File: config.mk
export PLATFORM = sky130hd
export DESIGN_NAME = mem_arbiter
export DESIGN_NICKNAME = d
export VERILOG_FILES = /design/src/rtl/mem_arbiter.sv
export SDC_FILE = /design/constraint.sdc
export NUM_CORES = 1
export LEC_CHECK = 0
export ABC_AREA = 1
export CORE_UTILIZATION = 44
export CTS_BUF_LIST = sky130_fd_sc_hd__clkbuf_2
export CTS_CLUSTER_DIAMETER = 150
export DETAILED_ROUTE_END_ITERATION = 12
export PLACE_DENSITY = 0.91
export SYNTH_ARGS = -nofsm -noshare
export SYNTH_HDL_FRONTEND = slang
export SYNTH_SLANG_ARGS = --single-unit
File: constraint.sdc
create_clock -name clk -period 1.8 [get_ports clk]
set_clock_uncertainty 0.05 [all_clocks]
set_input_delay 0.27 -clock clk [delete_from_list [all_inputs] [get_ports clk]]
set_output_delay 0.27 -clock clk [all_outputs]
set_load 0.05 [all_outputs]
File: src/rtl/mem_arbiter.sv
// mem_arbiter: shares one memory port between instruction fetch (IF) and the
// data path (DM). Round-robin grant, a single transaction in flight, variable
// memory latency through mem_ready, and an optional watchdog that aborts an
// access the memory never completes.
module mem_arbiter #(
  parameter int AW      = 32,
  parameter int DW      = 32,
  parameter int TIMEOUT = 16
) (
  input  logic          clk,
  input  logic          rst_n,
  input  logic          if_req,
  input  logic [AW-1:0] if_addr,
  output logic          if_ack,
  output logic [DW-1:0] if_rdata,
  input  logic          dm_req,
  input  logic          dm_rd,
  input  logic [AW-1:0] dm_addr,
  input  logic [DW-1:0] dm_wdata,
  output logic          dm_ack,
  output logic [DW-1:0] dm_rdata,
  output logic          mem_cs,
  output logic          mem_rd,
  output logic [AW-1:0] mem_addr,
  output logic [DW-1:0] mem_wdata,
  input  logic [DW-1:0] mem_rdata,
  input  logic          mem_ready,
  output logic          timeout_err
);

  // Watchdog counter is wide enough to hold TIMEOUT itself; at least one bit.
  localparam int CW = (TIMEOUT > 0) ? $clog2(TIMEOUT + 1) : 1;
  // Count value seen in the last BUSY cycle before the access is declared hung.
  localparam logic [CW-1:0] TO_LAST = CW'((TIMEOUT > 0) ? TIMEOUT - 1 : 0);
  localparam logic [CW-1:0] CNT_MAX = {CW{1'b1}};
  localparam logic [CW-1:0] CNT_ONE = CW'(1);
  localparam logic          WD_ON   = (TIMEOUT != 0) ? 1'b1 : 1'b0;

  typedef enum logic [1:0] {
    ST_IDLE    = 2'd0,
    ST_BUSY_IF = 2'd1,
    ST_BUSY_DM = 2'd2
  } state_t;

  state_t        state_r;
  logic          last_grant_dm_r;  // 1 = last grant went to DM, 0 = to IF
  logic [CW-1:0] wd_cnt_r;

  logic if_elig_s;
  logic dm_elig_s;
  logic grant_if_s;
  logic grant_dm_s;
  logic expire_s;

  // A requester whose ack is high this cycle is dropping its request, so it
  // must not be granted again on the stale level.
  assign if_elig_s = if_req & ~if_ack;
  assign dm_elig_s = dm_req & ~dm_ack;

  // The watchdog fires when the current BUSY cycle is the TIMEOUT-th without ready.
  assign expire_s = WD_ON & (wd_cnt_r == TO_LAST);

  // Round-robin pick between the eligible requesters (only used in IDLE).
  always_comb begin
    grant_if_s = 1'b0;
    grant_dm_s = 1'b0;
    if (if_elig_s && dm_elig_s) begin
      if (last_grant_dm_r) begin
        grant_if_s = 1'b1;
      end else begin
        grant_dm_s = 1'b1;
      end
    end else if (if_elig_s) begin
      grant_if_s = 1'b1;
    end else if (dm_elig_s) begin
      grant_dm_s = 1'b1;
    end else begin
      grant_if_s = 1'b0;
      grant_dm_s = 1'b0;
    end
  end

  // Arbiter FSM with all outputs registered; acks and error are one-cycle pulses.
  always_ff @(posedge clk or negedge rst_n) begin
    if (!rst_n) begin
      state_r         <= ST_IDLE;
      last_grant_dm_r <= 1'b0;
      wd_cnt_r        <= {CW{1'b0}};
      if_ack          <= 1'b0;
      if_rdata        <= {DW{1'b0}};
      dm_ack          <= 1'b0;
      dm_rdata        <= {DW{1'b0}};
      mem_cs          <= 1'b0;
      mem_rd          <= 1'b0;
      mem_addr        <= {AW{1'b0}};
      mem_wdata       <= {DW{1'b0}};
      timeout_err     <= 1'b0;
    end else begin
      if_ack      <= 1'b0;
      dm_ack      <= 1'b0;
      timeout_err <= 1'b0;
      case (state_r)
        ST_IDLE: begin
          if (grant_if_s) begin
            state_r         <= ST_BUSY_IF;
            mem_cs          <= 1'b1;
            mem_rd          <= 1'b1;
            mem_addr        <= if_addr;
            last_grant_dm_r <= 1'b0;
            wd_cnt_r        <= {CW{1'b0}};
          end else if (grant_dm_s) begin
            state_r         <= ST_BUSY_DM;
            mem_cs          <= 1'b1;
            mem_rd          <= dm_rd;
            mem_addr        <= dm_addr;
            mem_wdata       <= dm_wdata;
            last_grant_dm_r <= 1'b1;
            wd_cnt_r        <= {CW{1'b0}};
          end else begin
            state_r <= ST_IDLE;
          end
        end
        ST_BUSY_IF: begin
          if (mem_ready) begin
            state_r  <= ST_IDLE;
            mem_cs   <= 1'b0;
            if_ack   <= 1'b1;
            if_rdata <= mem_rdata;
          end else if (expire_s) begin
            state_r     <= ST_IDLE;
            mem_cs      <= 1'b0;
            if_ack      <= 1'b1;
            timeout_err <= 1'b1;
            if_rdata    <= {DW{1'b0}};
          end else if (wd_cnt_r != CNT_MAX) begin
            wd_cnt_r <= wd_cnt_r + CNT_ONE;
          end else begin
            wd_cnt_r <= wd_cnt_r;
          end
        end
        ST_BUSY_DM: begin
          if (mem_ready) begin
            state_r <= ST_IDLE;
            mem_cs  <= 1'b0;
            dm_ack  <= 1'b1;
            // Only reads update the data returned to the data path.
            if (mem_rd) begin
              dm_rdata <= mem_rdata;
            end else begin
              dm_rdata <= dm_rdata;
            end
          end else if (expire_s) begin
            state_r     <= ST_IDLE;
            mem_cs      <= 1'b0;
            dm_ack      <= 1'b1;
            timeout_err <= 1'b1;
            dm_rdata    <= {DW{1'b0}};
          end else if (wd_cnt_r != CNT_MAX) begin
            wd_cnt_r <= wd_cnt_r + CNT_ONE;
          end else begin
            wd_cnt_r <= wd_cnt_r;
          end
        end
        default: begin
          state_r <= ST_IDLE;
          mem_cs  <= 1'b0;
        end
      endcase
    end
  end

endmodule

## Word level (Yosys, flattened, before mapping)

Index checks and enable logic that the tools add are counted.
Widths: inputs -> output; s select.

| cells by class | value |
|---|---|
| $add $sub $neg | 1 |
| equality and inequality tests | 10 |
| muxes and demuxes | 38 |
| bitwise logic cells | 5 |
| reduce and logical (&&, ||, !) cells | 12 |

Operators with widths:

| kind | count |
|---|---|
| $mux 32 | 6 |
| $mux 5 | 5 |
| $mux 1 | 20 |
| $pmux 5 s2 | 1 |
| $mux 2 | 4 |
| $ne 2x2->1 const B | 3 |
| $reduce_and 2->1 | 3 |
| $reduce_and 3->1 | 2 |
| $reduce_bool 2->1 | 3 |
| $add 5x1->5 const B | 1 |
| $eq 5x4->1 const B | 1 |
| $ne 5x5->1 const B | 1 |
| $reduce_and 5->1 | 1 |
| $pmux 2 s2 | 1 |
| $ne 3x1->1 const B | 1 |
| $ne 3x3->1 const B | 1 |
| $not 1->1 | 3 |
| $and 1x1->1 | 2 |
| $eq 2x1->1 const B | 1 |
| $eq 2x2->1 const B | 1 |
| $logic_not 2->1 | 1 |
| $ne 2x1->1 const B | 1 |
| $pmux 1 s2 | 1 |
| $reduce_or 2->1 | 1 |
| $logic_and 1x1->1 | 1 |

| word-level totals | value |
|---|---|
| flip-flop bits (word level) | 141 |
| input bits | 134 |
| output and inout port bits | 133 |
| word-level logic and storage cells | 78 |

## Longest topological paths before layout

| logic depth | value |
|---|---|
| depth after elaboration | 8 |
| mapped depth | 10 |
| depth with buffers taken out | 10 |

## Worst setup path after synthesis

Ideal clock, no wire load.

| timing | value |
|---|---|
| kind | reg-to-reg |
| start | register wd_cnt_r[0] |
| end | register dm_rdata[10] |
| arrival time | 1.489 ns |
| slack | 0.139 ns |
| stages on the path, launching flop included | 10 |
| buffers on the path | 1 |
| cells stage by stage | dfrtp_1 -> ha_1 -> nand2_1 -> nor2_1 -> ha_1 -> nor2_4 -> nor2_4 -> o21ai_4 -> buf_4 -> o21ai_1 |

| on the way | value |
|---|---|
| cells in the longest elaborated chain, start to end | 3 |

Ends and longest elaborated chain:

| item | RTL line | text |
|---|---|---|
| from (decl) | 47 | `logic [CW-1:0] wd_cnt_r;` |
| from (signal assigned) | 88 | `wd_cnt_r <= {CW{1'b0}};` |
| from (signal assigned) | 110 | `wd_cnt_r <= {CW{1'b0}};` |
| from (signal assigned) | 118 | `wd_cnt_r <= {CW{1'b0}};` |
| $eq 5x4->1 | 61 | `assign expire_s = WD_ON & (wd_cnt_r == TO_LAST);` |
| $reduce_bool 2->1 (no source line) | n/a |  |
| $reduce_and 3->1 (no source line) | n/a |  |
| to (signal assigned) | 92 | `dm_rdata <= {DW{1'b0}};` |
| to (signal assigned) | 148 | `dm_rdata <= mem_rdata;` |
| to (signal assigned) | 150 | `dm_rdata <= dm_rdata;` |
| to (decl) | 21 | `output logic [DW-1:0] dm_rdata,` |

No other way between the ends.
A chain may end at the register's enable or synchronous reset.

## Worst setup path after layout

| timing | value |
|---|---|
| start | register wd_cnt_r[1] |
| end | register dm_rdata[14] |

The elaborated chain is that of the path after synthesis.

==> out/qor.txt <==
status: finished, violations left
failing checks: negative setup slack
drt drc: 0
GP Congestion: 0.801
Worst-Skew Late Latency: 0.72 ns
Die ar.: 14500 µm²
Setup WS post-layout: -0.124 ns
Worst Setup End Kind: flop
NumNets Final: 1174
sequential area share after synthesis: 0.571
Final period util: 1.07
Clock Pin Slew Worst Setup and Hold Paths: 0.20 ns
TritonCTS Buffers: 17
most frequent cells in the layout: nand2_1 (263), dfrtp_1 (140), buf_4 (138)
Post-Route WL: 20800 µm
drt wl/cell: 17.0 µm
# setup viols final: 32
class of the worst hold path: in2reg
Cell Count, Final, Fillers Out: 1224
Setup CP Type: reg2reg
CP Launch Type: flop
Syn. warnings: 0
number of distinct library cells after synthesis: 22
Static Leak: 5.01 nW
cell area after synthesis: 6180 µm²
most common cell after layout, fill and taps aside: nand2_1
port bufs: 266
Vias per Instance: 5.14
core area: 13500 µm²
grt ovf: 0
final hold vios: 0
Final ANT Viol Nets: 0
P&R area growth vs syn: 58.9%
#FFs+latches synth: 141
min Tclk post-route: 1.92 ns
global-route wire length before repair: 29900 µm
GRT Resource Usage Total: 0.269
share of cells above drive strength 1: 0.250
vias in the first global route: 6067
syn avg cell area: 8.63 µm²
dpl cells: 1145
standard-cell rows: 42
Worst Path Required: 2.36 ns
CP Max Fanout: 6
Die X: 121 µm
largest net degree at the start of global routing: 57
Max Slew Vio Count: 0
worst relative slew slack: 0.676
H-tree lvl count: 4
initial core utilization: 0.459
initial DRC count: 414
VDD IR-drop max: 1540 µV
Crit path arrival time: 2.48 ns
Max Clk Rate: 520 MHz
max cap viols: 0
CTS Sinks: 141
power per cell area: 1990 nW/µm²
Clock Tree Buf Depth: 2
via count: 6296
pre-CTS WS: -0.0388 ns
Top Ports: 267
Synth Net Count: 856
Root Buffer: clkbuf_2
DP HPWL: 13600 µm
RSZ-0062 raised after global routing: true
Die Y-Extent: 121 µm
cells after synthesis: 716
CTS tree: built
worst-margin pin slew: 0.486 ns
drt pass-1 iters: 6
initial antenna violation count: 1
==> cells in the mapped netlist, drive strengths merged <==
cell type | n | share of area
nand2 | 290 | 0.18
dfrtp | 141 | 0.57
nand3 | 69 | 0.056
o21ai | 67 | 0.056
inv | 49 | 0.030
nand3b | 34 | 0.041
buf | 32 | 0.033
nor2 | 13 | 0.012
clkbuf | 8 | 0.0049
ha | 6 | 0.012
a21oi | 3 | 0.0024
nand4 | 2 | 0.0020
nor3b | 1 | 0.0012
o22ai | 1 | 0.0010
==> through the flow <==
step | power, mW | hold WS, ns | TNS [ns] | area [µm²] | util
floorplan | 13.1 | -0.0756 | 0 | 6180 | -
global placement | 16.8 | 0.145 | 0 | 8880 | 0.660
detailed placement | 17.1 | 0.147 | -0.393 | 8880 | 0.660
CTS | 18.9 | 0.00179 | 0 | 9340 | 0.694
global route | 20.6 | -0.0106 | -7.51 | 9820 | 0.730
finish | 19.6 | 0.0516 | -2.20 | 9820 | 0.730
==> final cells by class <==
class	instances	area, µm²
Fill cell	959	3630
Multi-Input combinational cell	487	2420
Clock buffer	18	90.1
Clock inverter	14	150
Tap cell	176	220
Sequential cell	141	3530
Antenna cell	1	2.50
Inverter	49	184
Timing Repair Buffer	338	3220
==> timing repair <==
action,CTS,global route
endpoints found under the setup margin,65,79
resized for setup,67,63
pin swaps,0,8
hold buffers,25,5
buffers inserted,2,4
gates cloned,0,10
hold endpoints to repair,164,5
==> power breakdown <==
group	total [mW]	internal [mW]	switching, mW
Clock	1.91	0.759	1.15
Combinational	12.1	3.75	8.34
Sequential	5.59	4.62	0.975
Total	19.6	9.12	10.5
==> cell families (layout without fill, tap and decap cells) <==
| logic type | Yosys count | count (layout) | synth area share |
|---|---|---|---|
| simple gates | 409 | 409 | 0.290 |
| flops | 141 | 141 | 0.571 |
| buf+inv | 89 | 419 | 0.0676 |
| compound gates | 71 | 72 | 0.0595 |
| fa+ha+maj | 6 | 6 | 0.0121 |
| other cells | 0 | 1 | 0 |
==> state kept, by name, summed over array words and instances (netlist names) <==
| signal | count |
|---|---|
| if_rdata | 32 |
| dm_ack | 1 |
| mem_rd | 1 |
| mem_addr | 32 |
| wd_cnt_r | 5 |
| last_grant_dm_r | 1 |
| state_r | 2 |
| if_ack | 1 |
| dm_rdata | 32 |
| timeout_err | 1 |
| mem_cs | 1 |
| mem_wdata | 32 |
==> path summary, 6_finish.rpt <==
| path | from | end | slack, ns | cells past startpoint |
|---|---|---|---|---|
| max reg2reg | wd_cnt_r[1]$_DFFE_PN0P_ | dm_rdata[14]$_DFFE_PN0P_ | -0.12 | 10 |
| max | wd_cnt_r[1]$_DFFE_PN0P_ | dm_rdata[14]$_DFFE_PN0P_ | -0.12 | 10 |
| min in group asynchronous | rst_n | dm_rdata[21]$_DFFE_PN0P_ | 0.59 | 4 |
| min reg2reg | mem_wdata[20]$_DFFE_PN0P_ | mem_wdata[20]$_DFFE_PN0P_ | 0.45 | 2 |
| min | mem_rdata[22] | dm_rdata[22]$_DFFE_PN0P_ | 0.05 | 3 |
| max in group asynchronous | rst_n | dm_rdata[14]$_DFFE_PN0P_ | 0.82 | 4 |
==> layer usage <==
layer  GRT usage  up-vias  wire length (µm)
met5           0        -                 0
met4       0.123        0               632
met3      0.0741       55              1660
met2       0.450      303             10600
met1       0.321     3024              7930
li1            -     2914                 -
==> worst max-delay path, stage by stage (launching register included) <==
cell	delay [ns]
dfrtp_1	0.41
ha_2	0.21
nand2_2	0.09
nor2_4	0.17
ha_4	0.18
nor2_4	0.05
nor2_4	0.19
o21ai_4	0.16
buf_6	0.17
nand2_1	0.07
o21ai_1	0.08
No activity file was read; power rests on OpenSTA's default activity.
